**config.mk**
```make
export PLATFORM = sky130hd
export DESIGN_NAME = cic_comb_chain
export DESIGN_NICKNAME = d
export VERILOG_FILES = /design/src/rtl/cic_comb_chain.sv
export SDC_FILE = /design/constraint.sdc
export NUM_CORES = 2
export LEC_CHECK = 0
export CAP_MARGIN = 10
export CORE_ASPECT_RATIO = 0.75
export CORE_MARGIN = 4
export CORE_UTILIZATION = 57
export DETAILED_ROUTE_END_ITERATION = 12
export PLACE_DENSITY = 0.75
export SLEW_MARGIN = 20
export SYNTH_ARGS = -nofsm -noshare
export SYNTH_HDL_FRONTEND = slang
export SYNTH_SLANG_ARGS = --single-unit
```
**constraint.sdc**
```tcl
create_clock -name clk_i -period 8.1 [get_ports clk_i]
set_clock_uncertainty 0.1 [all_clocks]
set_input_delay 2.025 -clock clk_i [delete_from_list [all_inputs] [get_ports clk_i]]
set_output_delay 2.025 -clock clk_i [all_outputs]
set_load 0.03 [all_outputs]
```
**src/rtl/cic_comb_chain.sv**
```systemverilog
// ============================================================================
// Module      : cic_comb_chain
// Description : Cascaded, channel-interleaved CIC comb section (y = x - x[n-M])
//               with valid/ready flow control and a runtime differential delay.
// Revision    : 1.0 - initial release
// ============================================================================
`default_nettype none

module cic_comb_chain #(
  parameter int WIDTH     = 32,
  parameter int N_STAGES  = 4,
  parameter int N_CH      = 4,
  parameter int MAX_DELAY = 2,
  localparam int c_ch_w   = (N_CH > 1) ? $clog2(N_CH) : 1,
  localparam int c_dsel_w = $clog2(MAX_DELAY)
) (
  input  logic                clk_i,
  input  logic                rstn_i,
  input  logic                clr_i,
  input  logic [c_dsel_w-1:0] delay_sel_i,
  input  logic                in_valid_i,
  output logic                in_ready_o,
  input  logic [c_ch_w-1:0]   in_ch_i,
  input  logic [WIDTH-1:0]    in_data_i,
  output logic                out_valid_o,
  input  logic                out_ready_i,
  output logic [c_ch_w-1:0]   out_ch_o,
  output logic [WIDTH-1:0]    out_data_o,
  output logic                err_o
);

  localparam int                c_n_slots = N_STAGES * N_CH;
  localparam logic [c_ch_w:0]   c_n_ch    = (c_ch_w + 1)'(N_CH);

  // Packed history line: element [0] is the newest sample, [M-1] is the tap.
  typedef logic [MAX_DELAY-1:0][WIDTH-1:0] hist_t;

  hist_t                r_hist [c_n_slots];
  logic [N_STAGES-1:0]  r_vld;
  logic [c_ch_w-1:0]    r_ch   [N_STAGES];
  logic [WIDTH-1:0]     r_dat  [N_STAGES];
  logic                 r_err;

  logic [N_STAGES-1:0]  w_in_vld;
  logic [c_ch_w-1:0]    w_in_ch  [N_STAGES];
  logic [WIDTH-1:0]     w_in_dat [N_STAGES];
  logic [WIDTH-1:0]     w_tap    [N_STAGES];
  logic [WIDTH-1:0]     w_res    [N_STAGES];
  logic                 w_advance;
  logic                 w_ch_ok;
  logic                 w_accept;

  assign w_advance   = !r_vld[N_STAGES-1] || out_ready_i;
  assign in_ready_o  = w_advance && !clr_i;
  assign w_accept    = in_valid_i && in_ready_o;
  assign w_ch_ok     = {1'b0, in_ch_i} < c_n_ch;

  assign out_valid_o = r_vld[N_STAGES-1];
  assign out_ch_o    = r_ch[N_STAGES-1];
  assign out_data_o  = r_dat[N_STAGES-1];
  assign err_o       = r_err;

  // Stage inputs: stage 0 takes the accepted sample (bad tags become bubbles).
  always_comb begin
    w_in_vld    = '0;
    w_in_vld[0] = w_accept && w_ch_ok;
    w_in_ch[0]  = in_ch_i;
    w_in_dat[0] = in_data_i;
    for (int s = 1; s < N_STAGES; s++) begin
      w_in_vld[s] = r_vld[s-1];
      w_in_ch[s]  = r_ch[s-1];
      w_in_dat[s] = r_dat[s-1];
    end
    for (int s = 0; s < N_STAGES; s++) begin
      w_tap[s] = '0;
      for (int c = 0; c < N_CH; c++) begin
        if (w_in_ch[s] == c_ch_w'(c)) begin
          w_tap[s] = r_hist[s*N_CH + c][delay_sel_i];
        end
      end
      w_res[s] = w_in_dat[s] - w_tap[s];
    end
  end

  always_ff @(posedge clk_i) begin
    if (!rstn_i || clr_i) begin
      r_vld <= '0;
      r_err <= 1'b0;
      for (int s = 0; s < N_STAGES; s++) begin
        r_ch[s]  <= '0;
        r_dat[s] <= '0;
      end
      for (int i = 0; i < c_n_slots; i++) begin
        r_hist[i] <= '0;
      end
    end else begin
      if (w_accept && !w_ch_ok) begin
        r_err <= 1'b1;
      end
      if (w_advance) begin
        r_vld <= w_in_vld;
        for (int s = 0; s < N_STAGES; s++) begin
          if (w_in_vld[s]) begin
            r_ch[s]  <= w_in_ch[s];
            r_dat[s] <= w_res[s];
            for (int c = 0; c < N_CH; c++) begin
              if (w_in_ch[s] == c_ch_w'(c)) begin
                r_hist[s*N_CH + c] <= {r_hist[s*N_CH + c][MAX_DELAY-2:0], w_in_dat[s]};
              end
            end
          end
        end
      end
    end
  end

endmodule

`default_nettype wire

```
* Word-level counts from Yosys, hierarchy flattened
Memory sizes are Yosys's and may differ from the RTL's.
Cells that the tools add are included.
** Operators by class
- $add $sub $neg :: 4
- Bitwise operators :: 24
- Muxes and demuxes :: 170
- Equal/unequal tests :: 12
- Magnitude comparators :: 1
- Reductions and logical operators :: 11
** Operator list (count)
- 32-bit two-way mux :: 52
- 64-bit two-way mux :: 16
- 32-bit subtractor :: 4
- 1-bit two-way mux :: 98
- 1-bit bitwise OR :: 24
- 2-bit equality test (second input constant) :: 8
- 2-bit by 1-bit equality test with 1-bit output (second input constant) :: 4
- 2-bit zero test :: 4
- 2-bit two-way mux :: 4
- 1-bit zero test :: 3
- 1-bit logical AND :: 2
- 1-bit logical OR :: 2
- 1-bit by 2-bit less-than comparator with 1-bit output (second input constant) :: 1
** Word-level totals
- Register bits :: 4
- Logic and storage cells :: 226
- Memory bits (writable) :: 1160
- Input bits :: 40
- Output and inout bits :: 37
- Memories kept :: 3
** Memory list
- r_hist :: depth 16, width 64, rd ports 16, clocked after memory_dff 0, write ports 16, RTL line 38 : hist_t r_hist [c_n_slots];
- r_dat :: depth 4, width 32, rd ports 4, clocked after memory_dff 0, write ports 4, RTL line 41 : logic [WIDTH-1:0] r_dat [N_STAGES];
- r_ch :: depth 4, width 2, rd ports 4, clocked after memory_dff 0, write ports 4, RTL line 40 : logic [c_ch_w-1:0] r_ch [N_STAGES];

* Depth between registers and ports, before layout
- Word-level depth :: 9
- Gate-level depth with buffers :: 16

* Least setup slack after synthesis
Ideal clock, no wire load.
- Path type :: input to register
- From :: input port in_ch_i[0]
- To :: memory r_hist[0][100] (netlist bit), enable pin
- Setup time :: 0.574 ns
- Data arrival time :: 7.754 ns
- Path buffers :: 3
- Cell stages on the path :: 5
- Slack :: -0.328 ns
- Required time :: 7.426 ns
- Path through :: buf_1 clkbuf_1 clkbuf_1 nand2_1 o21ai_0
** RTL lines
- start: declaration :: RTL line 23 : input logic [c_ch_w-1:0] in_ch_i,
- end: declaration :: RTL line 38

* Final worst setup path
- From :: input port clr_i
- To :: output port in_ready_o
** On the way
- Longest elaborated chain between the ends :: 2
** RTL lines
- start: declaration :: RTL line 19 : input logic clr_i,
- 1-bit zero test :: RTL line 54 : assign in_ready_o = w_advance && !clr_i;
- 1-bit logical AND :: RTL line 54
- end: declaration :: RTL line 22 : output logic in_ready_o,
Every way passes these cells.

==> results.py <==
metrics = {
    "synth": {
        "synth_seq_cells": 1164,
        "ys_top_cells_by_count": "edfxtp_1 (1160), and2_1 (677), mux4_2 (254)",
        "ys_dominant_reg_cell": "edfxtp_1",
        "yosys.cell_count.top_type": "edfxtp_1",
        "mappedNetlistArea_mm2": 0.05566,
        "post_synth.cell_area_avg_um2": 14.64,
        "ys_async_sr_fraction_pct": 0,
        "yosys.area.top_type": "edfxtp_1",
        "synth_enable_flop_cells": 1160,
        "post_synth_net_total": 3970,
        "synth-warning-count": 0,
        "post_synthesis_sequential_area_ratio_pct": 62.73,
        "post-synth-top-area-fraction_pct": 62.59,
        "netlist_instances": 3802,
        "synth_cell_types": 75,
        "synth.top_cells.by_area": "edfxtp_1 (63%), mux4_2 (10%), and2_1 (7.6%)",
    },
    "min_path": {
        "hold-path-endpoint": "r_vld[1]$_SDFFE_PN0N_",
        "hp-class": "reg2reg",
        "hold_depth": 2,
        "min_from": "r_vld[1]$_SDFFE_PN0N_",
    },
    "global_route": {
        "track_usage_pct": 23.60,
        "grt_antenna_before_repair": 1,
        "largest_net_degree_at_the_start_of_global_routing": 155,
        "overflow": 0,
        "first_global_vias": 31770,
        "grt_pass1_wl_mm": 189.5,
    },
    "worst_setup_path": {
        "reg2reg_from": "r_ch[0][4]$_SDFFCE_PN0P_",
        "criticalPathCategory": "in2out",
        "reg2reg_setup_slack_ns": 2.87,
        "end_kind": "output port",
        "rr_worst_depth": 14,
        "critical_path.startpoint_type": "input port",
        "crit_top_cell": "clkdlybuf4s50_1",
        "r2r_end": "r_dat[0][119]$_SDFFCE_PN0P_",
        "slowest_stage": "clkdlybuf4s50_1",
        "critPathMaxFanout": 4,
        "worst-endpoint-required_ns": 5.98,
        "worstPathArrival_ns": 4.11,
        "timing.critical_path.slowest_cell_delay_ns": 0.77,
        "path_cells": "clkdlybuf4s50_1, nor2_2, clkdlybuf4s50_1",
        "cp_top_family": "buffers and inverters",
        "worst-path-buf-inv": 2,
    },
    "floorplan": {
        "die_area_mm2": 0.1028,
        "io-pin-count": 77,
        "design.core.area_mm2": 0.09613,
        "fp-row-count": 98,
        "dieHeight_um": 278.6,
        "initial_core_util_pct": 57.90,
        "floorplan.die.width_um": 368.8,
    },
    "route": {
        "ant_nets": 0,
        "wl_per_cell_um": 23.19,
        "drt_iter0_drc": 3591,
        "drc_errors": 0,
        "routed_via_density": 6.140,
        "totalWireLength_mm": 120.4,
        "firstDrtPassIters": 5,
        "detailroute.via_count": 31880,
    },
    "sta": {
        "slew_headroom_pct": 28.60,
        "max_freq_mhz": 160.4,
        "setup_viol": 0,
        "rsz0062_at_grt": "no",
        "setup_total_negative_slack_ns": 0,
        "timing.final.crit_period_ns": 6.233,
        "final.period_utilization_pct": 76.96,
        "worst-slew-pin-transition_ns": 1.071,
        "fin_hold_viols": 0,
        "finalMaxSlewViolations": 0,
    },
    "finish": {
        "nNetsFinal": 3970,
        "final_layout_size_suffix_gt1_share_pct": 13.82,
        "n_fill_cell": 6910,
        "postLayoutCoreUtil_pct": 63.75,
        "areaGrowthSynthToFinish_pct": 10.12,
        "antennaDiodeCount": 0,
    },
    "placed_design": {
        "place.detailed.hpwl_mm": 74.12,
        "place.port_buffers": 75,
        "gpl.final_weighted_congestion": 0.8832,
    },
    "clock_network": {
        "ctsLongestPathBuffers": 3,
        "cts_resized": 0,
        "holdBufCountCts": 0,
        "cts-buffers-inserted": 109,
        "cts_setup_buffers": 0,
        "clock_latency_ns": 0.72,
        "clock_tree.htree_level_count": 3,
        "clock_pin_slew_on_the_worst_setup_and_hold_paths_ns": 0.07,
        "clkSinkCount": 1164,
        "cts_tree": "built",
        "cts_root_buffer": "clkbuf_16",
    },
    "outcome": {
        "run_status": "completed",
    },
    "power": {
        "p_per_area_mw_per_mm2": 229.5,
        "leakagePower_nw": 23.86,
        "irDropWorstVdd_mv": 0.1876,
    },
    "job": {
        "max_cap_viol": 0,
    },
}
==> sequential cells by signal, indices dropped and copies added, names as in the netlist <==
register	count
r_hist	1024
r_dat	128
r_ch	8
r_vld	4
==> placed cells by master (no fill, tap or decap), types with 48 or more instances in the layout <==
cell	Yosys	final
nand2_1	136	132
mux2i_1	126	126
mux4_2	254	254
and2_1	677	676
o21ai_0	61	52
xor2_1	48	48
buf_4	35	57
and3_1	151	149
xnor2_1	52	52
clkdlybuf4s50_1	0	72
ha_1	124	124
nor2_1	232	230
edfxtp_1	1160	1160
a21o_1	77	77
clkbuf_16	0	110
a21oi_1	105	105
inv_1	64	63
==> tightest hold or removal path, cell delays in order (launching register included) <==
cell and delay, ns:
dfxtp_1 0.32, nand2_1 0.06, a21oi_1 0.06
==> report_power, final <==
part / leakage [nW] / switching [mW] / total [mW] / internal, mW
combinational: 9.15 / 1.03 / 1.74 / 0.714
sequential: 12.9 / 0.161 / 7.11 / 6.95
clock: 1.76 / 2.27 / 5.21 / 2.94
==> cell families (layout without fill, tap and decap cells) <==
kind of cell	Yosys count	count (layout)	synth area share [%]
other cells	1	1	0.006738
buf+inv	310	400	2.360
xor+xnor	100	100	1.574
fa+ha+maj	128	128	2.931
mux	385	385	12.65
simple gates	1348	1348	13.40
compound gates	366	366	4.352
flops	1164	1164	62.73
==> metrics by stage <==
step                total power [mW]  hold slack [ns]  instance area [um2]  setup WS (ns)  cells
floorplan                      8.468           0.3450                55660         0.3034   3802
global placement               8.917           0.3655                57690          1.606   4991
detailed placement             8.955           0.3774                57690          1.495   4991
CTS                            14.13           0.3874                61290          1.943   5192
global route                   14.60           0.4096                61290          1.811   5192
finish                         14.07           0.3826                61290          1.867   5192
==> layout make-up <==
cell class	instances	area (um2)	area share (%)
Tap cell	1300	1627	2.654
Inverter	64	240.2	0.3920
Sequential cell	1164	34910	56.97
Multi-Input combinational cell	2328	19650	32.06
Clock inverter	76	789.5	1.288
Timing Repair Buffer	135	1264	2.062
Clock buffer	125	2809	4.583
==> layer usage <==
metal	wire length [um]	up-vias	global-route usage [%]
met2	52950	1240	34.31
met3	9264	156	4.126
li1	-	14250	-
met1	55920	16240	37.72
met4	2283	0	5.017
met5	0	-	0
==> how the worst max path moves through the flow <==
stage | startpoint | endpoint | slack, ns | cells after the start
2_1_floorplan | out_ready_i | r_hist[0][128]$_SDFFCE_PN0P_ | 0.30 | 4
3_3_place_gp | delay_sel_i | r_dat[0][24]$_SDFFCE_PN0P_ | 1.61 | 14
3_5_place_dp | delay_sel_i | r_dat[0][94]$_SDFFCE_PN0P_ | 1.49 | 14
4_1_cts | clr_i | in_ready_o | 1.94 | 3
5_1_grt | delay_sel_i | r_dat[0][90]$_SDFFCE_PN0P_ | 1.81 | 14
6_report | clr_i | in_ready_o | 1.87 | 3
(Power assumes the default switching activity.)
